==> config.mk <==
export PLATFORM = sky130hd
export DESIGN_NAME = lampfpu_log_arbiter
export DESIGN_NICKNAME = d
export VERILOG_FILES = /design/src/rtl/lampFPU_pkg.sv /design/src/rtl/lampfpu_rr_picker.sv /design/src/rtl/lampfpu_log_arbiter.sv
export SDC_FILE = /design/constraint.sdc
export NUM_CORES = 1
export LEC_CHECK = 0
export ABC_AREA = 1
export ABC_CLOCK_PERIOD_IN_PS = 2500
export CORE_MARGIN = 2
export CORE_UTILIZATION = 30
export DETAILED_ROUTE_END_ITERATION = 8
export SETUP_SLACK_MARGIN = 0.15
export SYNTH_ARGS = -nofsm -noshare
export SYNTH_HDL_FRONTEND = slang
export SYNTH_SLANG_ARGS = --single-unit
==> constraint.sdc <==
create_clock -name clk -period 2.5 [get_ports clk]
set_input_delay 0.25 -clock clk [delete_from_list [all_inputs] [get_ports clk]]
set_output_delay 0.25 -clock clk [all_outputs]
set_load 0.02 [all_outputs]
==> src/rtl/lampFPU_pkg.sv <==
// Shared lampFPU definitions used by the log-unit arbiter:
// operand/result bundle widths, the QNAN abort response and the sequencer states.
package lampFPU_pkg;

   localparam int LAMP_LOG_OP_DW  = 22;
   localparam int LAMP_LOG_RES_DW = 24;

   // {s, e[7:0], f[11:0], isOverflow, isUnderflow, isToRound} for a quiet NaN
   localparam logic [LAMP_LOG_RES_DW-1:0] LAMP_LOG_QNAN_RES =
      {1'b0, 8'hFF, 12'b0100_0000_0000, 3'b000};

   typedef enum logic [1:0] {
      LOG_IDLE,
      LOG_ISSUE,
      LOG_WAIT,
      LOG_RESP
   } lampLogArbState_t;

endpackage

==> src/rtl/lampfpu_rr_picker.sv <==
// Combinational round-robin search: first requester at or above ptr_i (with wrap-around)
// wins, reported both one-hot and as an index.
module lampfpu_rr_picker #(
   parameter int NREQ  = 4,
   parameter int IDX_W = $clog2(NREQ)
) (
   input  logic [NREQ-1:0]  req_i,
   input  logic [IDX_W-1:0] ptr_i,
   output logic [NREQ-1:0]  gnt_o,
   output logic [IDX_W-1:0] idx_o,
   output logic             any_o
);

   logic             found;
   logic [IDX_W-1:0] slot;

   always_comb begin
      gnt_o = '0;
      idx_o = '0;
      found = 1'b0;
      slot  = '0;
      for (int i = 0; i < NREQ; i++) begin
         slot = IDX_W'((int'(ptr_i) + i) % NREQ);
         if (!found && req_i[slot]) begin
            found       = 1'b1;
            gnt_o[slot] = 1'b1;
            idx_o       = slot;
         end
      end
   end

   assign any_o = |req_i;

endmodule

==> src/rtl/lampfpu_log_arbiter.sv <==
// Shares one bfloat16 log datapath among NREQ requesters: round-robin accept, single-cycle
// doLog issue, watchdog-guarded wait, and a valid/ready response back to the granted requester.
module lampfpu_log_arbiter
   import lampFPU_pkg::*;
#(
   parameter int NREQ    = 4,
   parameter int TIMEOUT = 15,
   parameter int CNT_DW  = 16
) (
   input  logic                            clk,
   input  logic                            rst_n,
   input  logic [NREQ-1:0]                 req_valid_i,
   input  logic [NREQ*LAMP_LOG_OP_DW-1:0]  req_op_i,
   output logic [NREQ-1:0]                 req_ready_o,
   output logic                            doLog_o,
   output logic [LAMP_LOG_OP_DW-1:0]       unit_op_o,
   input  logic                            unit_valid_i,
   input  logic [LAMP_LOG_RES_DW-1:0]      unit_res_i,
   output logic [NREQ-1:0]                 rsp_valid_o,
   input  logic [NREQ-1:0]                 rsp_ready_i,
   output logic [LAMP_LOG_RES_DW-1:0]      rsp_data_o,
   output logic                            rsp_timeout_o,
   output logic                            busy_o,
   output logic [CNT_DW-1:0]               done_cnt_o
);

   localparam int IDX_W = $clog2(NREQ);
   localparam int WD_W  = $clog2(TIMEOUT + 1);

   lampLogArbState_t             state_q, state_d;
   logic [IDX_W-1:0]             rr_ptr_q, rr_ptr_d;
   logic [IDX_W-1:0]             gnt_q, gnt_d;
   logic [LAMP_LOG_OP_DW-1:0]    op_q, op_d;
   logic [LAMP_LOG_RES_DW-1:0]   res_q, res_d;
   logic [WD_W-1:0]              wd_q, wd_d;
   logic                         tmo_q, tmo_d;
   logic [CNT_DW-1:0]            cnt_q, cnt_d;

   logic [NREQ-1:0]              pick_gnt;
   logic [IDX_W-1:0]             pick_idx;
   logic                         pick_any;

   lampfpu_rr_picker #(
      .NREQ (NREQ)
   ) u_picker (
      .req_i (req_valid_i),
      .ptr_i (rr_ptr_q),
      .gnt_o (pick_gnt),
      .idx_o (pick_idx),
      .any_o (pick_any)
   );

   always_ff @(posedge clk or negedge rst_n) begin
      if (!rst_n) begin
         state_q  <= LOG_IDLE;
         rr_ptr_q <= '0;
         gnt_q    <= '0;
         op_q     <= '0;
         res_q    <= '0;
         wd_q     <= '0;
         tmo_q    <= 1'b0;
         cnt_q    <= '0;
      end else begin
         state_q  <= state_d;
         rr_ptr_q <= rr_ptr_d;
         gnt_q    <= gnt_d;
         op_q     <= op_d;
         res_q    <= res_d;
         wd_q     <= wd_d;
         tmo_q    <= tmo_d;
         cnt_q    <= cnt_d;
      end
   end

   always_comb begin
      state_d       = state_q;
      rr_ptr_d      = rr_ptr_q;
      gnt_d         = gnt_q;
      op_d          = op_q;
      res_d         = res_q;
      wd_d          = wd_q;
      tmo_d         = tmo_q;
      cnt_d         = cnt_q;
      req_ready_o   = '0;
      doLog_o       = 1'b0;
      rsp_valid_o   = '0;
      rsp_data_o    = '0;
      rsp_timeout_o = 1'b0;
      unique case (state_q)
         LOG_IDLE: begin
            if (pick_any) begin
               req_ready_o = pick_gnt;
               op_d        = req_op_i[int'(pick_idx)*LAMP_LOG_OP_DW +: LAMP_LOG_OP_DW];
               gnt_d       = pick_idx;
               state_d     = LOG_ISSUE;
            end
         end
         LOG_ISSUE: begin
            doLog_o = 1'b1;
            wd_d    = '0;
            state_d = LOG_WAIT;
         end
         LOG_WAIT: begin
            wd_d = wd_q + 1'b1;
            // A result landing on the abort cycle still wins over the watchdog
            if (unit_valid_i) begin
               res_d   = unit_res_i;
               tmo_d   = 1'b0;
               state_d = LOG_RESP;
            end else if (wd_q == WD_W'(TIMEOUT)) begin
               res_d   = LAMP_LOG_QNAN_RES;
               tmo_d   = 1'b1;
               state_d = LOG_RESP;
            end
         end
         LOG_RESP: begin
            rsp_valid_o   = NREQ'(1) << gnt_q;
            rsp_data_o    = res_q;
            rsp_timeout_o = tmo_q;
            if (rsp_ready_i[gnt_q]) begin
               rr_ptr_d = (gnt_q == IDX_W'(NREQ - 1)) ? '0 : gnt_q + 1'b1;
               cnt_d    = cnt_q + 1'b1;
               state_d  = LOG_IDLE;
            end
         end
         default: state_d = LOG_IDLE;
      endcase
   end

   assign unit_op_o  = op_q;
   assign busy_o     = (state_q != LOG_IDLE);
   assign done_cnt_o = cnt_q;

endmodule

==> flow_summary_export.csv, run 1 <==
group,metric,value,unit
critical_path,worstSetupEndpointType,"output pin",
yosys,ys_seq_area_frac,0.363,
sta,hold_violations,0,
yosys,synth_top_area_cell,"dfrtp_1",
sta,tns,0,ps
pwr,intPower,5.18,mW
clocking,cts.sinks,73,
min_path,hold_path_class,"in -> async",
global_routing,grt_pass1_wl,24.6,mm
sta,period_share,0.880,
cells_and_area,mostFrequentLayoutCell,"nand2_1",
route,vias,5032,
die,die_area,17800,um2
yosys,synth_nets,846,
clocking,ctsRootBufferMaster,"clkbuf_16",
clocking,cts_made_buffers,9,
clocking,clockBufferDepth,2,
global_routing,grt_max_degree,46,
critical_path,crit_required,2250,ps
global_routing,antenna_found_initial,0,
cells_and_area,final_core_util,0.465,
sta,max-slew-margin-rel,0.634,
critical_path,cp_max_fo,13,
pwr,p_per_area,1310,nW/um2
placed_design,port_buffers,195,
placed_design,globalplace.congestion,0.828,
run_status,outcome,"finished clean",
global_routing,grt_pass1_vias,4866,
clocking,cts_tree,"built",
route,wl_per_cell,13.2,um
route,drc,0,
sta,drv_slew,0,
sta,fin_ws,301,ps
die,num_rows,47,
yosys,avgSynthCellArea,7.14,um2
clocking,clk_pin_slew_worst_paths,60,ps
route,finalWirelength,14.9,mm
global_routing,grt-ovfl-total,0,
die,initial_utilization,0.306,
placed_design,dp_hpwl,11.0,mm
die,dieHeight,134,um
die,io_pins,196,
placed_design,pre_cts_slack,8.23,ps
die,fp.coreArea,16500,um2
clocking,htreeDepth,3,
cells_and_area,syn2layout_area_growth,52.2,%
yosys,yosysTopAreaCellShare,0.363,
pwr,seqPwrFrac,0.198,
sta,worst_pin_slew,549,ps
pwr,power,10.0,mW
yosys,yosysWarningCount,0,
route,ant_nets,0,
sta,hold_ws,407,ps
pwr,p_sw,4.86,mW
yosys,ys_seq_elements,73,
yosys,synthDistinctLibCells,38,
yosys,postSynthCellCount,705,
cells_and_area,drive_gt1_frac,0.0945,
sta,clock.fmax,455,MHz
route,drt-initial-drc-count,245,
sta,fin_skew,5.44,ps
die,fp.dieW,134,um
pwr,p_clk_frac,0.132,
sta,period_minus_slack,2200,ps
pwr,ir_drop,1.07,mV
critical_path,crit_arrival,1950,ps
global_routing,track_usage,0.170,
critical_path,worstSetupPathType,"reg -> out",
yosys,netlist_area,5030,um2
sta,setup_viol,0,
cells_and_area,final_cell_mix,"223 x nand2_1, 190 x clkdlybuf4s50_1, 142 x inv_1, 102 x nand3_1, 72 x dfrtp_1",
cells_and_area,num_antenna_cells,0,
route,firstDrtPassIters,4,
clocking,clkLatencyLatePin,340,ps
route,viasPerCell,4.45,
pwr,p_leak,4.07,nW
pwr,swShare,0.484,
cells_and_area,nets,1046,
critical_path,critPathLaunchType,"flop",
sta,rsz0062_at_grt,"true",
pwr,p_comb_frac,0.670,
run,cap_violations,0,
yosys,synthTopCellsByArea,"dfrtp_1 36%, nand2_1 17%, inv_1 11%",
[path summary, 6_finish.rpt]
path / startpoint / end / slack, ps / depth (start not counted)
min in group clk: unit_op_o[21] / unit_op_o[21] / 480 / 2
worst min register to register: unit_op_o[21] / unit_op_o[21] / 480 / 2
max in group asynchronous: rst_n / unit_op_o[10] / 1510 / 3
worst max-delay path: rr_ptr_q[0] / req_ready_o[2] / 300 / 13
worst max register to register: rr_ptr_q[0] / unit_op_o[0] / 380 / 16
worst min-delay path: rst_n / res_q[9] / 410 / 2
[cell usage after synthesis, drive strengths merged]
cell and number:
nor3 3, nor2 17, a31o 1, dfrtp 73
nand4 7, clkinv 1, nand2 237, ha 18
o31ai 1, xor2 7, xnor2 8, clkbuf 10
a21oi 5, o21ai 5, a21boi 1, o211ai 1
a22oi 2, o21a 1, inv 148, nand3 115
a22o 15, buf 18, o22a 9, nor4 2
[worst max-delay path, cell delays in order (launching register included)]
cell and delay [ps]:
dfrtp_2 430, buf_8 160, nand2_2 100, nand2_4 70
nand2_4 80, nand2_8 90, inv_2 80, nand2_2 70
nor2_4 160, nand2_1 60, nand3_1 80, nand2_1 50
inv_1 60, buf_4 130
[timing repair]
action                                 in CTS  in global routing
endpoints found under the hold margin      31                  0
hold buffers                                1                  0
setup endpoints to repair                  23                 26
buffers inserted                            0                  1
resized for setup                          19                 15
pin swaps                                   0                  5
[cells by family (layout without fill, tap and decap cells)]
group	Yosys count	after routing	share of synthesized area
AO/OA/AOI/OAI	41	41	0.0624
XOR/XNOR	15	15	0.0261
adder cells (fa/ha/maj)	18	18	0.0448
buffers and inverters	177	382	0.148
flip-flops	73	73	0.363
AND/OR/NAND/NOR	381	381	0.355
[final cells by class]
| class | instances | area, um2 |
|---|---|---|
| Sequential cell | 73 | 1830 |
| Clock buffer | 10 | 239 |
| Clock inverter | 6 | 67.6 |
| Multi-Input combinational cell | 455 | 2490 |
| Tap cell | 220 | 275 |
| Timing Repair Buffer | 217 | 2190 |
| Fill cell | 1709 | 8810 |
| Inverter | 149 | 569 |
[routing by layer]
| metal | track usage | share of wire |
|---|---|---|
| met4 | 0.0538 | 0.019 |
| met1 | 0.219 | 0.45 |
| met5 | 0 | 0 |
| met2 | 0.292 | 0.50 |
| met3 | 0.0282 | 0.031 |
[stage by stage]
stage                     cell area, um2  instances
after floorplan                     5030        705
after global placement              7290       1112
after detailed placement            7290       1112
after CTS                           7640       1129
after global routing                7660       1130
final                               7660       1130
[registers in the layout, summed over array words and instances (netlist names)]
register and count:
done_cnt_o 16, state_q 2, gnt_q 2, tmo_q 1, unit_op_o 22, res_q 24, wd_q 4, rr_ptr_q 2
[power groups by stage]
stage | logic [mW] | registers [mW] | clock network [mW]
2_1_floorplan | 4.41 | 2.20 | 0
3_3_place_gp | 6.67 | 1.98 | 0
3_5_place_dp | 6.70 | 1.99 | 0
4_1_cts | 6.78 | 1.98 | 1.37
5_1_grt | 7.50 | 2.07 | 1.43
6_report | 6.73 | 1.98 | 1.33
No activity file was read; power rests on OpenSTA's default activity.
==> inputs of run 2 (changes only) <==
- CTS_BUF_LIST: not set -> sky130_fd_sc_hd__clkbuf_4 sky130_fd_sc_hd__clkbuf_8
==> flow_summary_export.csv, run 2 (synthesized netlist as in run 1, its figures left out) <==
group,metric,value,unit
run_status,outcome,"finished clean",
route,drc,0,
clocking,clockBufferDepth,2,
global_routing,track_usage,0.170,
critical_path,rrSetupSlack,330,ps
critical_path,cp_max_fo,7,
route,finalWirelength,15.0,mm
die,fp.coreArea,16500,um2
pwr,p_leak,4.05,nW
sta,hold_ws,382,ps
placed_design,pre_cts_slack,8.23,ps
min_path,hold_path_class,"in -> async",
critical_path,worstSetupEndpointType,"output pin",
run,cap_violations,0,
clocking,htreeDepth,3,
die,initial_utilization,0.306,
clocking,cts_tree,"built",
critical_path,r2r-end,"unit_op_o[0]",
global_routing,grt_max_degree,46,
critical_path,cp-endpoint,"busy_o",
placed_design,placed_area,7290,um2
critical_path,startpoint,"state_q[0]",
sta,setup_viol,0,
cells_and_area,drive_gt1_frac,0.101,
clocking,cts_made_buffers,9,
die,die_area,17800,um2
die,fp.dieW,134,um
route,firstDrtPassIters,4,
route,vias,5064,
critical_path,r2r-start,"rr_ptr_q[0]",
sta,fin_skew,6.27,ps
placed_design,dp_hpwl,11.0,mm
route,viasPerCell,4.47,
critical_path,crit_arrival,1970,ps
sta,fin_ws,285,ps
critical_path,reg2regPathDepth,15,
cells_and_area,final_cell_mix,"223 x nand2_1, 190 x clkdlybuf4s50_1, 141 x inv_1, 101 x nand3_1, 72 x dfrtp_1",
clocking,cts.sinks,73,
sta,tns,0,ps
global_routing,grt-ovfl-total,0,
cells_and_area,max_flop_register,"res_q",
clocking,clk_pin_slew_worst_paths,80,ps
placed_design,globalplace.congestion,0.828,
global_routing,antenna_found_initial,0,
die,num_rows,47,
pwr,ir_drop,1.08,mV
critical_path,worstSetupPathType,"reg -> out",
global_routing,grt_pass1_wl,24.7,mm
sta,max-slew-margin-rel,0.632,
cells_and_area,nets,1050,
pwr,p_per_area,1290,nW/um2
sta,worst_pin_slew,552,ps
cells_and_area,syn2layout_area_growth,51.5,%
cells_and_area,final_area,7620,um2
sta,period_minus_slack,2220,ps
pwr,power,9.83,mW
route,drt-initial-drc-count,243,
route,ant_nets,0,
global_routing,grt_pass1_vias,4872,
cells_and_area,largest_reg_flops,24,
sta,drv_slew,0,
sta,rsz0062_at_grt,"false",
clocking,clkLatencyLatePin,350,ps
sta,clock.fmax,451,MHz
cells_and_area,num_antenna_cells,0,
sta,period_share,0.886,
route,wl_per_cell,13.2,um
placed_design,port_buffers,195,
clocking,ctsRootBufferMaster,"clkbuf_8",
die,dieHeight,134,um
cells_and_area,n_fill_cell,1710,
critical_path,crit_required,2250,ps
sta,hold_violations,0,
die,io_pins,196,
cells_and_area,mostFrequentLayoutCell,"nand2_1",
critical_path,critPathLaunchType,"flop",
-- run 2: metal layers --
layer / part of all wire / routed length (um) / track usage
met5: 0 / 0 / 0
met1: 0.44 / 6680 / 0.221
met3: 0.036 / 544 / 0.0282
met2: 0.50 / 7500 / 0.294
met4: 0.019 / 289 / 0.0467
-- run 2: timing repair --
action | in CTS | in global routing
setup endpoints to repair | 45 | 42
endpoints found under the hold margin | 31 | 0
hold buffers | 1 | 0
gates resized for setup | 19 | 22
pin swaps | 1 | 4
setup buffers | 3 | 2
-- run 2: how the worst min path moves through the flow --
stage,startpoint,end,slack (ps),cells past startpoint
5_1_grt,rst_n,res_q[9],390,2
4_1_cts,rst_n,wd_q[1],390,2
3_5_place_dp,rst_n,wd_q[1],230,1
2_1_floorplan,rst_n,done_cnt_o[0],-50,0
6_report,rst_n,res_q[9],380,2
3_3_place_gp,rst_n,res_q[9],240,1
-- run 2: per-stage QoR --
stage / util / cells
after global placement: 0.443 / 1112
after global routing: 0.463 / 1134
after detailed placement: 0.443 / 1112
final: 0.463 / 1134
after floorplan: - / 705
after CTS: 0.459 / 1132
-- run 2: worst max-delay path, cell delays in order (launching register included) --
cell             delay, ps
dfrtp_1                430
inv_1                  110
ha_1                   310
inv_1                  150
clkdlybuf4s50_1        620
-- run 2: cell type report --
class / count / area, um2 / share of cell area
sequential: 73 / 1830 / 0.240
clock buffer: 10 / 138 / 0.0181
inverter: 149 / 574 / 0.0753
tap: 220 / 275 / 0.0361
clock inverter: 6 / 67.6 / 0.00886
multi-input combinational: 455 / 2520 / 0.331
timing repair buffer: 221 / 2220 / 0.291
-- run 2: power breakdown --
group          total [mW]  switching [mW]  internal, mW
Sequential           1.98           0.317          1.66
Clock               0.970           0.480         0.490
Combinational        6.88            4.09          2.79
Total                9.83            4.89          4.94
